==> src/rtl/com_uart_tx_sched_pkg.sv <==
// Shared UART TX scheduler types: frame config encodings,
// TX engine state codes and the shadow config bundle.
package com_uart_tx_sched_pkg;

  localparam int PAR_EN  = 1;
  localparam int PAR_ODD = 0;

  typedef enum logic [1:0] {
    DATA_5 = 2'd0,
    DATA_6 = 2'd1,
    DATA_7 = 2'd2,
    DATA_8 = 2'd3
  } data_bits_e;

  typedef enum logic {
    STOP_1 = 1'b0,
    STOP_2 = 1'b1
  } stop_bits_e;

  typedef enum logic [2:0] {
    TX_IDLE   = 3'd0,
    TX_START  = 3'd1,
    TX_STOP   = 3'd2,
    TX_DATA   = 3'd3,
    TX_PARITY = 3'd4
  } tx_state_e;

  typedef struct packed {
    logic       stop;
    logic [1:0] parity;
    logic [1:0] data;
  } frame_cfg_t;

endpackage

==> src/rtl/com_uart_tx_fifo.sv <==
// Byte FIFO between the requester arbiter and the TX engine.
// Power-of-two depth; pointers wrap naturally.
module com_uart_tx_fifo #(
  parameter int DEPTH = 4,
  parameter int W     = 8
) (
  input  logic         clk,
  input  logic         rst_n,
  input  logic         push_i,
  input  logic [W-1:0] data_i,
  input  logic         pop_i,
  output logic [W-1:0] head_o,
  output logic         full_o,
  output logic         empty_o
);

  localparam int AW = $clog2(DEPTH);

  logic [W-1:0]  mem_q [DEPTH];
  logic [AW-1:0] wr_q;
  logic [AW-1:0] rd_q;
  logic [AW:0]   cnt_q;
  logic          do_push;
  logic          do_pop;

  assign full_o  = (cnt_q == (AW+1)'(DEPTH));
  assign empty_o = (cnt_q == '0);
  assign head_o  = mem_q[rd_q];
  assign do_push = push_i && !full_o;
  assign do_pop  = pop_i && !empty_o;

  always_ff @(posedge clk) begin
    if (do_push) mem_q[wr_q] <= data_i;
  end

  always_ff @(posedge clk or negedge rst_n) begin
    if (!rst_n) begin
      wr_q  <= '0;
      rd_q  <= '0;
      cnt_q <= '0;
    end else begin
      if (do_push) wr_q <= wr_q + 1'b1;
      if (do_pop)  rd_q <= rd_q + 1'b1;
      unique case ({do_push, do_pop})
        2'b10:   cnt_q <= cnt_q + 1'b1;
        2'b01:   cnt_q <= cnt_q - 1'b1;
        default: cnt_q <= cnt_q;
      endcase
    end
  end

endmodule

==> src/rtl/com_uart_tx_sched.sv <==
// UART TX scheduler: round-robin of two byte requesters into a
// FIFO, gated baud generation and per-frame config shadowing.
module com_uart_tx_sched
  import com_uart_tx_sched_pkg::*;
#(
  parameter int FIFO_DEPTH = 4,
  parameter int DIV_W      = 16
) (
  input  logic             clk,
  input  logic             rst_n,
  input  logic [7:0]       req0_data,
  input  logic             req0_valid,
  output logic             req0_ready,
  input  logic [7:0]       req1_data,
  input  logic             req1_valid,
  output logic             req1_ready,
  input  logic [DIV_W-1:0] baud_div,
  input  logic             cfg_stop_bit,
  input  logic [1:0]       cfg_parity,
  input  logic [1:0]       cfg_data_bit,
  input  logic             ctrl_idle_state,
  input  logic             ctrl_stop_state,
  output logic [7:0]       tx_data_bus,
  output logic             tx_timer_baudrate,
  output logic             tx_stop_bit_config,
  output logic [1:0]       tx_parity_bit_config,
  output logic [1:0]       tx_data_bit_config,
  output logic             tx_busy,
  output logic             fifo_full,
  output logic             fifo_empty
);

  logic             live_q;
  logic             last_q;
  logic             idle_q;
  logic             baud_q;
  logic [DIV_W-1:0] cnt_q;
  logic [DIV_W-1:0] div_q;
  logic [DIV_W-1:0] div_eff;
  frame_cfg_t       cfg_q;

  logic       grant0;
  logic       grant1;
  logic       push0;
  logic       push1;
  logic [7:0] push_data;
  logic       en;
  logic       wrap;
  logic       tick;
  logic       pop;

  // A requester holds the grant unless the other one wins it.
  assign grant0 = !(req1_valid && (!req0_valid || !last_q));
  assign grant1 = !(req0_valid && (!req1_valid || last_q));

  assign req0_ready = live_q && grant0 && !fifo_full;
  assign req1_ready = live_q && grant1 && !fifo_full;
  assign push0      = req0_valid && req0_ready;
  assign push1      = req1_valid && req1_ready;
  assign push_data  = push1 ? req1_data : req0_data;

  assign en      = !idle_q || !fifo_empty;
  assign div_eff = (baud_div < DIV_W'(2)) ? DIV_W'(2) : baud_div;
  assign wrap    = (cnt_q == div_q - 1'b1);
  assign tick    = en && (cnt_q == '0) && idle_q && !fifo_empty;
  // Engine left IDLE since last clk: it has taken the head byte.
  assign pop     = idle_q && !ctrl_idle_state && !ctrl_stop_state;

  com_uart_tx_fifo #(
    .DEPTH (FIFO_DEPTH),
    .W     (8)
  ) u_fifo (
    .clk     (clk),
    .rst_n   (rst_n),
    .push_i  (push0 || push1),
    .data_i  (push_data),
    .pop_i   (pop),
    .head_o  (tx_data_bus),
    .full_o  (fifo_full),
    .empty_o (fifo_empty)
  );

  always_ff @(posedge clk or negedge rst_n) begin
    if (!rst_n) begin
      live_q <= 1'b0;
      last_q <= 1'b1;
      idle_q <= 1'b1;
      baud_q <= 1'b0;
      cnt_q  <= '0;
      div_q  <= DIV_W'(2);
      cfg_q  <= '0;
    end else begin
      live_q <= 1'b1;
      idle_q <= ctrl_idle_state;
      if (push0 || push1) last_q <= push1;
      // Divider is only reloaded between baud periods.
      if (!en || wrap) div_q <= div_eff;
      if (!en || wrap) cnt_q <= '0;
      else             cnt_q <= cnt_q + 1'b1;
      baud_q <= en && (cnt_q < (div_q >> 1));
      if (tick) begin
        cfg_q.stop   <= cfg_stop_bit;
        cfg_q.parity <= cfg_parity;
        cfg_q.data   <= cfg_data_bit;
      end
    end
  end

  assign tx_timer_baudrate    = baud_q;
  assign tx_stop_bit_config   = cfg_q.stop;
  assign tx_parity_bit_config = cfg_q.parity;
  assign tx_data_bit_config   = cfg_q.data;
  assign tx_busy              = en;

endmodule

==> config.mk <==
export PLATFORM = sky130hd
export DESIGN_NAME = com_uart_tx_sched
export DESIGN_NICKNAME = d
export VERILOG_FILES = /design/src/rtl/com_uart_tx_sched_pkg.sv /design/src/rtl/com_uart_tx_fifo.sv /design/src/rtl/com_uart_tx_sched.sv
export SDC_FILE = /design/constraint.sdc
export NUM_CORES = 1
export LEC_CHECK = 0
export ABC_AREA = 0
export ABC_CLOCK_PERIOD_IN_PS = 3900
export CORE_UTILIZATION = 43
export CTS_CLUSTER_DIAMETER = 80
export DETAILED_ROUTE_END_ITERATION = 8
export PLACE_DENSITY = 0.65
export SETUP_SLACK_MARGIN = 0.15
export SLEW_MARGIN = 5
export SYNTH_ARGS = -nofsm -noshare
export SYNTH_HDL_FRONTEND = slang
export SYNTH_SLANG_ARGS = --single-unit
==> constraint.sdc <==
create_clock -name clk -period 3.9 [get_ports clk]
set_input_delay 0.585 -clock clk [delete_from_list [all_inputs] [get_ports clk]]
set_output_delay 0.585 -clock clk [all_outputs]
set_load 0.1 [all_outputs]
==> results of run 1 <==
## kinds of logic (layout without fill, tap and decap cells)
logic type	Yosys count	count (layout)	synth area share, %
flops	80	80	49.8
fa+ha+maj	23	23	6.79
buf+inv	35	106	3.45
mux	39	39	12.9
simple gates	114	114	13.8
compound gates	30	30	5.30
other cells	1	1	0.0863
xor+xnor	39	39	7.86
## worst paths after layout
path                                   to  depth (start not counted)      startpoint  slack, ns
max                        tx_data_bus[0]                          2  u_fifo.rd_q[0]       0.68
min                              div_q[2]                          1           rst_n       0.43
max reg2reg                     div_q[15]                         10        div_q[0]       0.85
min reg2reg                        last_q                          2          last_q       0.47
max in group asynchronous  u_fifo.rd_q[0]                          1           rst_n       2.80
min in group clk                   last_q                          2          last_q       0.47
## cell usage after synthesis (10+ instances only)
cell | number | area share [%]
ha_1 | 22 | 6.3
nor2_1 | 33 | 2.8
xor2_1 | 22 | 4.4
mux2_2 | 16 | 4.1
edfxtp_1 | 32 | 22
nor4_1 | 10 | 1.4
dfrtp_1 | 45 | 26
mux2_4 | 10 | 3.5
nand2_1 | 17 | 1.5
xnor2_1 | 17 | 3.4
inv_1 | 27 | 2.3
nand3_1 | 13 | 1.5
## sequential cells by signal (all words and copies together) (netlist names), 2 cells and up
name and cells:
tx_data_bit_config 2, u_fifo.mem_q 32, tx_parity_bit_config 2, u_fifo.wr_q 2, div_q 16, u_fifo.cnt_q 3
cnt_q 16, u_fifo.rd_q 2
## cell type report
class | instances | area (um^2) | area share, %
flip-flops and latches | 80 | 2170 | 40.7
multi-input cells | 246 | 2040 | 38.3
repair buffers | 63 | 616 | 11.6
well taps | 133 | 166 | 3.13
clock buffers | 9 | 124 | 2.33
clock inverters | 7 | 109 | 2.05
inverters | 27 | 101 | 1.91
## metal layers
metal / track usage (%) / vias up / part of all wire [%]
met5: 0 / - / 0
met3: 2.78 / 6 / 3.2
li1: - / 1419 / -
met2: 26.7 / 55 / 45
met1: 26.6 / 1429 / 51
met4: 5.93 / 0 / 0.81
## critical path, stage by stage (launching register included)
cell and delay (ns):
dfrtp_1 0.71, mux4_2 0.59, clkdlybuf4s50_1 0.98
## placed cells by master, fill, tap and decap left out, drive strengths merged, types with 2 or more instances in the layout
| cell | instances |
|---|---|
| or4 | 2 |
| nor4 | 11 |
| xor2 | 22 |
| ha | 22 |
| mux2i | 4 |
| xnor2 | 17 |
| bufinv | 2 |
| o311a | 2 |
| clkbuf | 9 |
| inv | 31 |
| dfstp | 3 |
| o21ai | 6 |
| edfxtp | 32 |
| o31ai | 2 |
| or3 | 3 |
| and3 | 6 |
| a21o | 2 |
| nor3 | 6 |
| nand2 | 17 |
| buf | 5 |
| nand3 | 13 |
| o211ai | 2 |
| mux2 | 27 |
| and2 | 4 |
| mux4 | 8 |
| clkdlybuf4s50 | 58 |
| a21oi | 4 |
| nor2 | 34 |
| o21a | 2 |
| nor2b | 3 |
| a21boi | 3 |
| nand4 | 5 |
| dfrtp | 45 |
| nand2b | 6 |
## where the power goes
| part | leakage, nW | switching, mW | internal [mW] |
|---|---|---|---|
| Clock | 0.118 | 0.336 | 0.375 |
| Sequential | 0.881 | 0.310 | 1.13 |
| Combinational | 1.21 | 1.27 | 0.763 |
## per-stage QoR
step | util [%] | hold WS, ns | instances | power (mW) | setup slack, ns
after global placement | 52.0 | 0.453 | 549 | 3.47 | 0.979
after CTS | 54.4 | 0.471 | 565 | 4.22 | 0.631
final | 54.4 | 0.429 | 565 | 4.19 | 0.684
after detailed placement | 52.0 | 0.456 | 549 | 3.50 | 0.873
after global routing | 54.4 | 0.506 | 565 | 4.45 | 0.527
after floorplan | - | 0.289 | 361 | 3.02 | 0.187
==> impl_metrics.ini, run 1 <==
[cts]
root_buffer = clkbuf_8
htree_levels = 3
cts.sinks = 80
cts_tree = yes
worst_skew_pair.late_latency_ns = 0.35
cts-buffers-inserted = 9
cts_repair_resize_count = 0
cts_hold_buffers = 0
clock_path_buffers = 2
clk_pin_slew_ns = 0.09
post_cts_buffers = 0

[global_routing]
grt_pass1_wl_um = 14200
antenna_found_initial = 0
overflow = 0
grt_max_degree = 49
grt_use_total_pct = 17.9
grt_pass1_vias = 2848

[floorplan]
coreArea_um2 = 9770
dieHeight_um = 103
die-area_um2 = 10500
die_x_um = 103
rows = 36
num_io_pins = 62
initial_core_util_pct = 44.5

[cells_and_area]
synthToLayoutAreaGrowth_pct = 22.3
fillerInstances = 855
drive_gt1_share_pct = 15.7
diodes = 0
nNetsFinal = 493
fin_area_um2 = 5320

[timing]
maxSlewHeadroom_pct = 27.7
worst_pin_slew_ns = 1.08
fin_worst_skew_ns = 0.0109
slew_violations = 0
finalCritPeriodShare_pct = 82.5
fin_tns_setup_ns = 0
fmax_ghz = 0.311
finalHoldViolCount = 0
fin_crit_ns = 3.22
setup_violations = 0
rsz0062_at_grt = no

[drt]
drtIter0Drc = 103
antenna_left = 0
drtPass1Iterations = 4
drc = 0
viasPerCell = 5.15
vias = 2909
wirelength_um = 8620
wl_per_cell_um = 15.3

[setup_path]
crit_path_end_kind = output pin
worstSetupPathType = register to output pin
cp-start-kind = register
cp.required_ns = 3.31
crit_fanout = 10
critPathArrivalTime_ns = 2.63

[synth]
synth-edff-count = 32
ys_seq_area_share_pct = 49.8
avgSynthCellArea_um2 = 12.0
synth_cell_types = 56
async_flop_share_pct = 60.0
synth.cell_area_um2 = 4350
synth_warnings = 0
synthCells = 361
ys_ff_latch = 80
syn-num-nets = 427
synthFlopType = dfrtp_1

[placement]
gp_congestion = 0.861
numPortBuffers = 61
place_area_um2 = 5080
dpl.hpwl_um = 6230

[job]
maxCapViolCount = 0

[power_and_ir_drop]
vdd_ir_drop_max_uv = 467
p_leak_nw = 2.21
powerDensity_nw_per_um2 = 788

[run_status]
status = complete, no violations

[hold_path]
min_path_type = primary input to async pin
Note: power is estimated with default switching activity, not from simulation.
==> run 2: changes to the inputs <==
ABC_CLOCK_PERIOD_IN_PS = 3250   (was 3900)
clock period = 3.25 ns   (was 3.9 ns; I/O delays follow)
==> impl_metrics.ini, run 2 (synthesized netlist as in run 1, its figures left out) <==
[setup_path]
critPathArrivalTime_ns = 3.23
cp-start-kind = register
cp.required_ns = 3.50
crit_path_end_kind = register
worstSetupPathType = register to register
crit_fanout = 8

[floorplan]
die_x_um = 103
die-area_um2 = 10500
dieHeight_um = 103
num_io_pins = 62
initial_core_util_pct = 44.5
coreArea_um2 = 9770
rows = 36

[cells_and_area]
final_cell_mix = 47 x clkdlybuf4s50_1, 44 x dfrtp_1, 33 x nor2_1
instances_no_fill = 570
synthToLayoutAreaGrowth_pct = 24.4
diodes = 0
post-route-util_pct = 55.3
largest_register_ffs = 32
nNetsFinal = 498
fillerInstances = 867
drive_gt1_share_pct = 19.9
top_register = u_fifo.mem_q
top_regs = u_fifo.mem_q (32), cnt_q (16), div_q (16)
layout_commonest_cell = clkdlybuf4s50_1

[drt]
drc = 0
vias = 2951
drtIter0Drc = 108
antenna_left = 0
viasPerCell = 5.18
wl_per_cell_um = 15.7
drtPass1Iterations = 4
wirelength_um = 8920

[power_and_ir_drop]
p_seq_share_pct = 34.1
combPwrFrac_pct = 49.2
p_int_mw = 2.75
p_leak_nw = 2.27
p_switching_mw = 2.34
powerDensity_nw_per_um2 = 942
fin_total_pwr_mw = 5.09
p_sw_share_pct = 45.9
vdd_ir_drop_max_uv = 476
pwr-share-clk_pct = 16.7

[cts]
worst_skew_pair.late_latency_ns = 0.36
cts-buffers-inserted = 9
cts.sinks = 80
htree_levels = 3
clk_pin_slew_ns = 0.09
clock_path_buffers = 2
root_buffer = clkbuf_8
cts_tree = yes

[placement]
numPortBuffers = 61
dpl.cell_count = 550
dpl.hpwl_um = 6440
gp_congestion = 0.857

[timing]
finalHoldViolCount = 0
maxSlewHeadroom_pct = 27.8
setup_violations = 0
slew_violations = 0
worst_pin_slew_ns = 1.08
finalCritPeriodShare_pct = 91.7
fin_crit_ns = 2.98
rsz0062_at_grt = no
fin_worst_skew_ns = 0.00729
fmax_ghz = 0.335
fin_tns_setup_ns = 0

[global_routing]
grt_use_met3_pct = 4.47
grt_max_degree = 49
use_met2_pct = 29.4
overflow = 0
grt-busiest-layer = met2
grt_pass1_vias = 2839
grt_use_total_pct = 18.5
met1_usage_pct = 25.0
antenna_found_initial = 0
grt_pass1_wl_um = 14300

[hold_path]
min_path_type = primary input to async pin

[job]
maxCapViolCount = 0

[run_status]
status = complete, no violations
==> run 2: cell count changes in the layout (fill, tap and decap cells not counted), moves of 2 or more <==
| cell | change |
|---|---|
| buf_4 | +13 |
| clkbuf_16 | +2 |
| clkdlybuf4s50_1 | -11 |
| inv_8 | -2 |
==> run 2: timing repair <==
| item | in CTS | in global routing |
|---|---|---|
| hold buffers | 0 | 0 |
| endpoints found under the setup margin | 0 | 15 |
| resized for setup | 0 | 4 |
| setup buffers | 0 | 2 |
==> run 2: metrics by stage <==
| step | setup WS [ns] | hold WS [ns] | cell area (um^2) |
|---|---|---|---|
| 6_report | 0.269 | 0.322 | 5410 |
| 4_1_cts | 0.279 | 0.370 | 5320 |
| 3_3_place_gp | 0.343 | 0.452 | 5090 |
| 5_1_grt | 0.143 | 0.424 | 5410 |
| 2_1_floorplan | 0.133 | 0.192 | 4360 |
| 3_5_place_dp | 0.297 | 0.458 | 5090 |
==> run 2: worst max-delay path, cell delays in order (launching register included) <==
cell,delay [ns]
dfrtp_1,0.46
or4_1,0.59
nor4_4,0.29
o211ai_1,0.14
nor4_2,0.25
o211ai_1,0.17
o31ai_4,0.42
clkbuf_16,0.25
mux2_4,0.30
==> run 2: final timing paths <==
check,from,endpoint,slack [ns],cells after the start
max,div_q[8],div_q[6],0.27,8
min,rst_n,cnt_q[2],0.32,1
max reg2reg,div_q[8],div_q[6],0.27,8
min reg2reg,last_q,last_q,0.47,2
max in group asynchronous,rst_n,div_q[7],2.19,1
min in group clk,last_q,last_q,0.47,2
==> run 2: metal layers <==
metal | routed length (um) | up-vias
li1 | - | 1431
met1 | 4190 | 1444
met4 | 104 | 0
met3 | 420 | 10
met2 | 4200 | 66
met5 | 0 | -
==> run 2: area by class of cell <==
type	count	area, um^2	area share, %
Clock inverter	7	111	2.06
Multi-Input combinational cell	246	2060	38.2
Tap cell	133	166	3.08
Clock buffer	9	124	2.29
Sequential cell	80	2170	40.1
Timing Repair Buffer	68	673	12.5
Inverter	27	101	1.87
==> run 2: power by group through the flow <==
stage               logic, mW  clock network (mW)  registers (mW)
floorplan                1.81                   0            1.83
global placement         2.43                   0            1.75
detailed placement       2.46                   0            1.76
CTS                      2.47               0.880            1.74
global route             2.70               0.923            1.79
finish                   2.50               0.851            1.74
==> run 3: changes to the inputs <==
--- a/config.mk
+++ b/config.mk
@@ -11,4 +11,5 @@
 export CTS_CLUSTER_DIAMETER = 80
 export DETAILED_ROUTE_END_ITERATION = 8
+export MAX_ROUTING_LAYER = met4
 export PLACE_DENSITY = 0.65
 export SETUP_SLACK_MARGIN = 0.15
==> constraint.sdc (replaced) <==
create_clock -name clk -period 3.25 [get_ports clk]
set_input_delay 0.4875 -clock clk [delete_from_list [all_inputs] [get_ports clk]]
set_output_delay 0.4875 -clock clk [all_outputs]
set_load 0.05 [all_outputs]
==> impl_metrics.ini, run 3 (synthesized netlist as in run 1, its figures left out) <==
[drt]
drtIter0Drc = 94
drc = 0
top_layer_used = met4
vias = 2927
wl_per_cell_um = 15.4
met1_length_um = 4200
met3_wirelength_um = 396
antenna_left = 0
drtPass1Iterations = 4
viasPerCell = 5.14
wirelength_um = 8800
wl_met2_um = 4120

[timing]
maxSlewHeadroom_pct = 30.0
fin_tns_setup_ns = 0
rsz0062_at_grt = no
fmax_ghz = 0.343
setup_violations = 0
fin_crit_ns = 2.92
fin_worst_skew_ns = 0.0142
slew_violations = 0
finalCritPeriodShare_pct = 89.7
worst_pin_slew_ns = 1.05
fin_hold_ws_ns = 0.323
finalHoldViolCount = 0

[cells_and_area]
diodes = 0
top_register = u_fifo.mem_q
synthToLayoutAreaGrowth_pct = 24.3
layout_commonest_cell = clkdlybuf4s50_1
final_cell_mix = 60 x clkdlybuf4s50_1, 43 x dfrtp_1, 33 x nor2_1
largest_register_ffs = 32
nNetsFinal = 498
drive_gt1_share_pct = 16.7
top_regs = u_fifo.mem_q (32), cnt_q (16), div_q (16)

[cts]
htree_levels = 3
worst_skew_pair.late_latency_ns = 0.35
cts-buffers-inserted = 9
clock_path_buffers = 2
cts.sinks = 80
clk_pin_slew_ns = 0.09
cts_tree = yes
root_buffer = clkbuf_8

[setup_path]
worstSetupPathType = register to output pin
crit_path_cell_trace = mux4_2 > clkdlybuf4s50_1
critPathArrivalTime_ns = 2.43
path_delay_family = flip-flops
crit_fanout = 10
slowest_delay_ns = 0.74
critPathSlowestCell = dfrtp_1
cp-start-kind = register
worst-path-buf-inv = 1
crit_path_end_kind = output pin
cp.required_ns = 2.76

[global_routing]
overflow = 0
grt_max_degree = 49
grt_pass1_vias = 2835
antenna_found_initial = 0
grt_pass1_wl_um = 14500
grt_use_total_pct = 19.0

[floorplan]
rows = 36
num_io_pins = 62
coreArea_um2 = 9770
die_x_um = 103
dieHeight_um = 103
initial_core_util_pct = 44.5
die-area_um2 = 10500

[run_status]
status = complete, no violations

[placement]
dpl.hpwl_um = 6420
gp_congestion = 0.894
numPortBuffers = 61

[power_and_ir_drop]
powerDensity_nw_per_um2 = 862
p_leak_nw = 2.25
vdd_ir_drop_max_uv = 430

[job]
maxCapViolCount = 0

[hold_path]
min_path_type = primary input to async pin
-- run 3: cell types whose count changed in the layout (fill, tap and decap cells not counted) --
cell             delta
clkdlybuf4s50_1    +13
buf_4              -12
a21oi_1             +1
a21oi_2             -1
clkbuf_16           -1
clkinv_8            -1
dfrtp_1             -1
dfrtp_2             +1
inv_8               +1
nor3_2              +1
nor3_4              -1
nor4_1              +1
nor4_2              -1
-- run 3: worst paths after layout --
kind                                start              to  slack (ns)  cells after the start
setup / recovery           u_fifo.rd_q[0]  tx_data_bus[0]        0.33                      2
hold / removal                      rst_n       div_q[11]        0.32                      1
setup reg to reg                 div_q[7]        div_q[4]        0.39                      8
hold reg to reg                    last_q          last_q        0.47                      2
max in group asynchronous           rst_n        div_q[7]        2.23                      1
min in group clk                   last_q          last_q        0.47                      2
-- run 3: power by group --
group | switching, mW | internal, mW | total (mW)
combinational | 1.12 | 0.956 | 2.07
clock | 0.400 | 0.448 | 0.848
sequential | 0.369 | 1.36 | 1.73
-- run 3: layout make-up --
| class | instances | area [um^2] |
|---|---|---|
| fillers | 839 | 4370 |
| flip-flops and latches | 80 | 2170 |
| clock buffers | 9 | 124 |
| multi-input cells | 246 | 2050 |
| well taps | 133 | 166 |
| inverters | 27 | 101 |
| repair buffers | 68 | 688 |
| clock inverters | 7 | 106 |
-- run 3: stage by stage --
| stage | std cells | utilization [%] | cell area (um^2) | setup slack [ns] | total power, mW |
|---|---|---|---|---|---|
| global route | 570 | 55.3 | 5400 | 0.195 | 4.99 |
| CTS | 568 | 54.8 | 5360 | 0.232 | 4.66 |
| floorplan | 361 | - | 4350 | 0.499 | 3.18 |
| global placement | 552 | 52.4 | 5120 | 0.398 | 3.76 |
| detailed placement | 552 | 52.4 | 5120 | 0.245 | 3.81 |
| finish | 570 | 55.3 | 5400 | 0.334 | 4.65 |
-- run 3: metal layers --
metal / vias up / GRT usage (%)
met5: - / -
met4: 0 / 4.29
met3: 7 / 4.27
met2: 62 / 27.7
met1: 1430 / 26.9
li1: 1428 / -
-- run 3: timing repair --
| item | 4_1_cts | 5_1_grt |
|---|---|---|
| endpoints found under the setup margin | 0 | 14 |
| resized for setup | 0 | 4 |
| buffers inserted | 0 | 1 |
| hold buffers | 0 | 0 |
